===== config.mk =====
export PLATFORM = sky130hd
export DESIGN_NAME = sqrt_table_loader
export DESIGN_NICKNAME = d
export VERILOG_FILES = /design/src/rtl/sqrt_table_loader_pkg.sv /design/src/rtl/sqrt_table_loader.sv
export SDC_FILE = /design/constraint.sdc
export NUM_CORES = 1
export LEC_CHECK = 0
export BUFFER_PORTS_ARGS = -buffer_cell sky130_fd_sc_hd__buf_2
export CORE_MARGIN = 2
export CORE_UTILIZATION = 45
export DETAILED_ROUTE_END_ITERATION = 6
export GPL_TIMING_DRIVEN = 1
export HOLD_SLACK_MARGIN = 0.1
export PLACE_DENSITY = 0.65
export SLEW_MARGIN = 30
export SYNTH_ARGS = -nofsm -noshare
export SYNTH_HDL_FRONTEND = slang
export SYNTH_SLANG_ARGS = --single-unit

===== constraint.sdc =====
create_clock -name clk -period 2.9 [get_ports clk]
set_clock_uncertainty 0.05 [all_clocks]
set_input_delay 0.435 -clock clk [delete_from_list [all_inputs] [get_ports clk]]
set_output_delay 0.435 -clock clk [all_outputs]
set_load 0.02 [all_outputs]

===== src/rtl/sqrt_table_loader_pkg.sv =====
// sqrt_table_loader_pkg: shared FPU square-root table geometry, field split and loader states.
package sqrt_table_loader_pkg;
  localparam int SQRT_TBL_DEPTH = 1024;
  localparam int SQRT_TBL_AW = 10;
  localparam int SQRT_TBL_DW = 36;
  localparam int SQRT_TBL_BPE = 5;
  localparam int SQRT_TBL_CONST_MSB = 35;
  localparam int SQRT_TBL_CONST_LSB = 13;
  localparam int SQRT_TBL_GRAD_MSB = 12;
  localparam int SQRT_TBL_GRAD_LSB = 0;
  typedef enum logic [1:0] {
    LD_IDLE,
    LD_LOAD,
    LD_CHECK,
    LD_DONE
  } sqrt_ld_state_t;
endpackage


===== src/rtl/sqrt_table_loader.sv =====
// sqrt_table_loader: assembles little-endian byte stream into table entries, writes them
// sequentially and verifies a trailing XOR checksum.
module sqrt_table_loader
  import sqrt_table_loader_pkg::*;
#(
  parameter int DEPTH = SQRT_TBL_DEPTH,
  parameter int AW = SQRT_TBL_AW,
  parameter int DW = SQRT_TBL_DW,
  parameter int BPE = SQRT_TBL_BPE
) (
  input  logic          clk,
  input  logic          rstn,
  input  logic          start,
  input  logic          in_valid,
  input  logic [7:0]    in_data,
  output logic          in_ready,
  output logic          wr_en,
  output logic [AW-1:0] wr_addr,
  output logic [DW-1:0] wr_data,
  output logic          busy,
  output logic          done,
  output logic          err
);
  localparam int TB = DW - (BPE - 1) * 8;
  localparam int CW = $clog2(BPE);
  sqrt_ld_state_t state, state_nx;
  logic [CW-1:0] cnt;
  logic [AW-1:0] addr;
  logic [(BPE-1)*8-1:0] acc;
  logic [7:0] csum;
  logic go, xfer, load_xfer, last_byte;
  assign go = start && (state == LD_IDLE || state == LD_DONE);
  assign xfer = in_valid && in_ready;
  assign load_xfer = xfer && state == LD_LOAD;
  assign last_byte = load_xfer && cnt == CW'(BPE - 1);
  always_comb begin
    state_nx = state;
    state_nx = go ? LD_LOAD
             : (last_byte && addr == AW'(DEPTH - 1)) ? LD_CHECK
             : (xfer && state == LD_CHECK) ? LD_DONE
             : state;
  end
  always_ff @(posedge clk or negedge rstn)
    if (!rstn) state <= LD_IDLE;
    else state <= state_nx;
  // Outputs are decoded from the next state so they line up with the state register.
  always_ff @(posedge clk or negedge rstn) begin
    if (!rstn) begin
      in_ready <= 1'b0;
      busy <= 1'b0;
      done <= 1'b0;
      err <= 1'b0;
      wr_en <= 1'b0;
      wr_addr <= '0;
      wr_data <= '0;
      cnt <= '0;
      addr <= '0;
      acc <= '0;
      csum <= '0;
    end else begin
      in_ready <= state_nx == LD_LOAD || state_nx == LD_CHECK;
      busy <= state_nx == LD_LOAD || state_nx == LD_CHECK;
      done <= state_nx == LD_DONE;
      wr_en <= last_byte;
      if (go) begin
        cnt <= '0;
        addr <= '0;
        csum <= '0;
        err <= 1'b0;
      end else if (load_xfer) begin
        csum <= csum ^ in_data;
        cnt <= last_byte ? '0 : cnt + 1'b1;
        acc <= {in_data, acc[(BPE-1)*8-1:8]};
        if (last_byte) begin
          wr_addr <= addr;
          wr_data <= {in_data[TB-1:0], acc};
          addr <= addr + 1'b1;
          if (|in_data[7:TB]) err <= 1'b1;
        end
      end else if (xfer && state == LD_CHECK && csum != in_data) begin
        err <= 1'b1;
      end
    end
  end
endmodule


== Yosys cells after proc, flatten, opt, wreduce, memory -nomap -nowiden ==
Cells that the tools add are included.
Storage, ports and cells
  register bits: 105
  input bits: 12
  output and inout bits: 51
  logic and storage cells: 60
Cells by class
  add/sub/neg operators: 2
  equality and inequality tests: 11
  mux-type cells: 16
  bitwise gates (word level): 2
  reduce and logical (&&, ||, !) cells: 18
Operators by type and width (count)
  2-to-1 mux 10 bit: 3
  2-to-1 mux 8 bit: 2
  adder 10 x 1 -> 10 bit, second input constant: 1
  == test 10 bit, second input constant: 1
  2-to-1 mux 3 bit: 3
  == test 2 bit, second input constant: 4
  inequality test 8 bit: 1
  bitwise XOR 8 bit: 1
  logical AND 1 bit: 7
  2-to-1 mux 2 bit: 3
  inequality test 3 x 2 -> 1 bit, second input constant: 2
  AND reduction 3 bit: 2
  2-to-1 mux 1 bit: 5
  == test 2 x 1 -> 1 bit, second input constant: 2
  AND reduction 2 bit: 2
  nonzero test 2 bit: 2
  OR reduction 4 bit: 1
  adder 3 x 1 -> 3 bit, second input constant: 1
  == test 3 bit, second input constant: 1
  nonzero test 3 bit: 1
  zero test 2 bit: 1
  logical OR 1 bit: 2
  inverter 1 bit: 1

== Depth between registers and ports, before layout ==
  depth in word-level cells: 8
  mapped depth: 8
  mapped depth without buffers: 7

== Worst setup path after synthesis ==
Ideal clock, no wire load.
  kind: register to register
  from: register state[1]
  to: register busy
  library setup time: 0.126 ns
  arrival: 1.902 ns
  required time: 2.724 ns
  slack: 0.823 ns
  stages on the path, launching flop included: 8
  buffers on the path: 0
  period minus slack after synthesis: 2.077 ns
  cells stage by stage: dfrtp_1 > inv_1 > ha_1 > nand3_4 > or4_4 > nor3_1 > o21ai_0 > ha_1
On the way
  cells in the longest elaborated chain, start to end: 8
  elaborated cells between the ends (all ways): 16
  those cells by class: eq/ne: 5; mux: 3; reduce/logical: 8
RTL lines
  start: declaration: RTL line sqrt_table_loader.sv:26  | sqrt_ld_state_t state, state_nx;
  start signal: assignment: RTL line sqrt_table_loader.sv:45  | else state <= state_nx;
  == test 2 x 1 -> 1 bit: RTL line sqrt_table_loader.sv:34  | assign load_xfer = xfer && state == LD_LOAD;
  logical AND 1 bit: RTL line sqrt_table_loader.sv:34
  logical AND 1 bit: RTL line sqrt_table_loader.sv:35  | assign last_byte = load_xfer && cnt == CW'(BPE - 1);
  logical AND 1 bit: RTL line sqrt_table_loader.sv:39  | : (last_byte && addr == AW'(DEPTH - 1)) ? LD_CHECK
  2-to-1 mux 2 bit: RTL line sqrt_table_loader.sv:39
  2-to-1 mux 2 bit (*): RTL line sqrt_table_loader.sv:38  | state_nx = go ? LD_LOAD
  named net state_nx[0]: RTL line sqrt_table_loader.sv:26
  == test 2 x 1 -> 1 bit / == test 2 bit (equally long branches): RTL line sqrt_table_loader.sv:62  | busy <= state_nx == LD_LOAD || state_nx == LD_CHECK;
  logical OR 1 bit (*): RTL line sqrt_table_loader.sv:62
  end signal: assignment: RTL line sqrt_table_loader.sv:50  | busy <= 1'b0;
  end signal: assignment: RTL line sqrt_table_loader.sv:62
  end: declaration: RTL line sqrt_table_loader.sv:20  | output logic busy,
Mark *: on every way through the listed nets, which the timed path passes. The rest lies on a longest branch.
A chain may end at the register's enable or synchronous reset.

== Final worst setup path ==
Same ends and word-level chain as after synthesis.

==> impl_results.md <==
* Outcome: finished, final reports clean
* Fin nets at 395
* Clk network pwr share at 0.190
* Worst-Skew Late Latency at 360 ps
* Syn_nets at 328
* Clock slew at reported path FFs at 90 ps
* Tot GR Track Use at 0.1612
* CTS root buf: clkbuf_8
* Startpoint types: register
* Avg WL per Cell at 15.03 um
* Initial core utilization at 0.4651
* TritonCTS buffer count at 9
* Setup WS pre-CTS at 568.5 ps
* DRC viols at 0
* Pins Over Slew Limit at 0
* Grt ovf at 0
* Kind of critical path: register to register
* Count of antenna-violating nets left after detailed routing at 0
* Post-placement cell area at 4776 sq um
* Commonest cells in the synthesized netlist: 105 x dfrtp_1, 75 x mux2_2, 17 x nand2_1, 17 x nor2_1, 14 x xnor2_1
* Netlist cell types at 34
* Reg area at 2628 sq um
* Final setup fails at 0
* Vias per std cell at 4.953
* FMAX at 0.4294 GHz
* Synth area leader: dfrtp_1
* First DRT Iteration DRCs at 114
* Final instance area at 4970 sq um
* Top Ports at 63
* HP Class: input pin to register
* Vias at 2,526
* Switch share at 0.3331
* NetSw at 1.521 mW
* Total wire length at 7664 um
* Core Area at 9240 sq um
* Peak VDD IR at 348.8 uV
* Initial antenna violation count at 0
* Number of port buffers at 62
* RSZ-0062 raised after global routing: false
* Number of global-route vias before repair at 2,406
* Slew at the pin with the worst max-slew slack at 466.0 ps
* Worst EP arrival at 2530 ps
* First-pass GRT wire length at 12,690 um
* Combinational fraction of design power at 0.306
* CP required at 3100 ps
* Mapped Cells at 310
* Synth top area cells: dfrtp_1 61%, mux2_2 20%, xnor2_1 2.9%
* Placed insts at 494
* Number of H-tree levels at 3
* Yosys top cell area share at 0.6114
* Internal Power at 3.044 mW
* Worst hold path depth at 2
* Register area share after synthesis at 0.6114
* FF-to-FF path depth at 7
* Final Hold Fails at 0
* Mapped Area at 4298 sq um
* Final worst slack at 571.0 ps
* Die ar. at 10,350 sq um
* Die X at 101.7 um
* Layout cells sized above 1 at 0.4252
* Period minus WS final at 2329 ps
* Setup TNS at 0 ps
* Area of the multi-input gates at 1578 sq um
* Design Power at 4.564 mW
* Max-slew headroom at 0.6893
* Drt pass-1 iters at 4
* Top-count cell post-synth: dfrtp_1
* Mapped Avg Cell Area at 13.86 sq um
* Final period util at 0.8031
* CP max FO at 10
* Seq pwr share at 0.504
* DP HPWL at 5287 um
* Largest net degree at the start of global routing at 50
* GPL Wtd Cong at 0.8111
* TritonCTS clock tree: yes
* Async SR Flop Fraction at 1.000
* Die Span Y at 101.7 um
* Clk sinks at 105
* Deepest clock path buffer count at 2
* PwrDens at 918.4 nW/um^2
* Synth-to-Final Area Change at 15.63%
* Yosys reg bits at 105
* Yosys warns at 0
* Number of max-cap violations at 0
* Row count at 35
* Leakage power at 2.365 nW
* Post-CTS sizing at 0
* CP Capture Type: register
* Commonest register cell after synthesis: dfrtp_1
* Post-route insts no fill at 510
* Diode count at 0
* Fillers at 805
* EDFF count, synth at 0
final timing paths:
path / startpoint / to / slack, ps
min: in_data[1] / wr_data[33] / 320
max reg2reg: state[1] / busy / 570
max in group asynchronous: rstn / wr_data[7] / 1600
min in group asynchronous: rstn / wr_data[17] / 520
min reg2reg: wr_data[2] / wr_data[2] / 440
max: state[1] / busy / 570
power groups by stage:
stage	sequential, mW	combinational, mW	clock [mW]
floorplan	2.56	0.706	0
global placement	2.31	1.39	0
detailed placement	2.34	1.42	0
CTS	2.31	1.42	0.898
global route	2.38	1.53	0.951
finish	2.30	1.40	0.867
final cells by class:
class	count	share of cell area
sequential	105	0.5287
multi-input combinational	185	0.3175
timing repair buffer	69	0.07905
tap	129	0.03248
clock buffer	10	0.02568
clock inverter	5	0.01133
inverter	7	0.005287
worst max-delay path, cell delays in order (launching register included):
cell and delay, ps:
dfrtp_1 410, inv_1 60, ha_1 210, nand3_4 150, or4_4 570, nor3_1 300
o21ai_0 170, ha_1 310
cell families after synthesis:
logic type      synth area share
flops                     0.6114
mux                       0.2044
simple gates             0.07570
xor+xnor                 0.04687
buf+inv                  0.02154
compound gates           0.02271
fa+ha+maj                0.01747
placed cells by master (no fill, tap or decap), types with 2 or more instances in the layout:
cell / n
a21oi_1: 7
and2_1: 2
buf_12: 2
buf_2: 61
buf_4: 5
clkbuf_8: 9
clkinv_2: 2
dfrtp_1: 105
ha_1: 6
inv_1: 7
mux2_1: 3
mux2_2: 75
nand2_1: 17
nand3_1: 6
nand4_1: 3
nor2_1: 17
nor3_1: 3
nor4_1: 3
o21ai_0: 4
o41ai_1: 2
xnor2_1: 14
xor2_1: 9
registers in the layout (all words and copies together) (netlist names):
register,flops
wr_en,1
wr_addr,10
err,1
state,2
done,1
cnt,3
wr_data,36
busy,1
csum,8
acc,32
addr,10
through the flow:
stage	utilization	hold slack, ps
after floorplan	-	89.41
after detailed placement	0.5169	374.8
after global routing	0.5378	316.1
final	0.5378	321.3
after global placement	0.5169	372.7
after CTS	0.5378	304.4
per-layer routing:
| layer | part of all wire | vias up | track usage |
|---|---|---|---|
| met5 | 0 | - | 0 |
| met4 | 0.018 | 0 | 0.07900 |
| met3 | 0.040 | 11 | 0.02484 |
| met2 | 0.45 | 47 | 0.2282 |
| met1 | 0.50 | 1256 | 0.2421 |
| li1 | - | 1212 | - |
repair_timing:
action | in CTS | in global routing
hold buffers | 1 | 0
endpoints found under the setup margin | 0 | 0
setup buffers | 0 | 0
hold endpoints to repair | 33 | 0
Power figures use the tool's default switching activity.
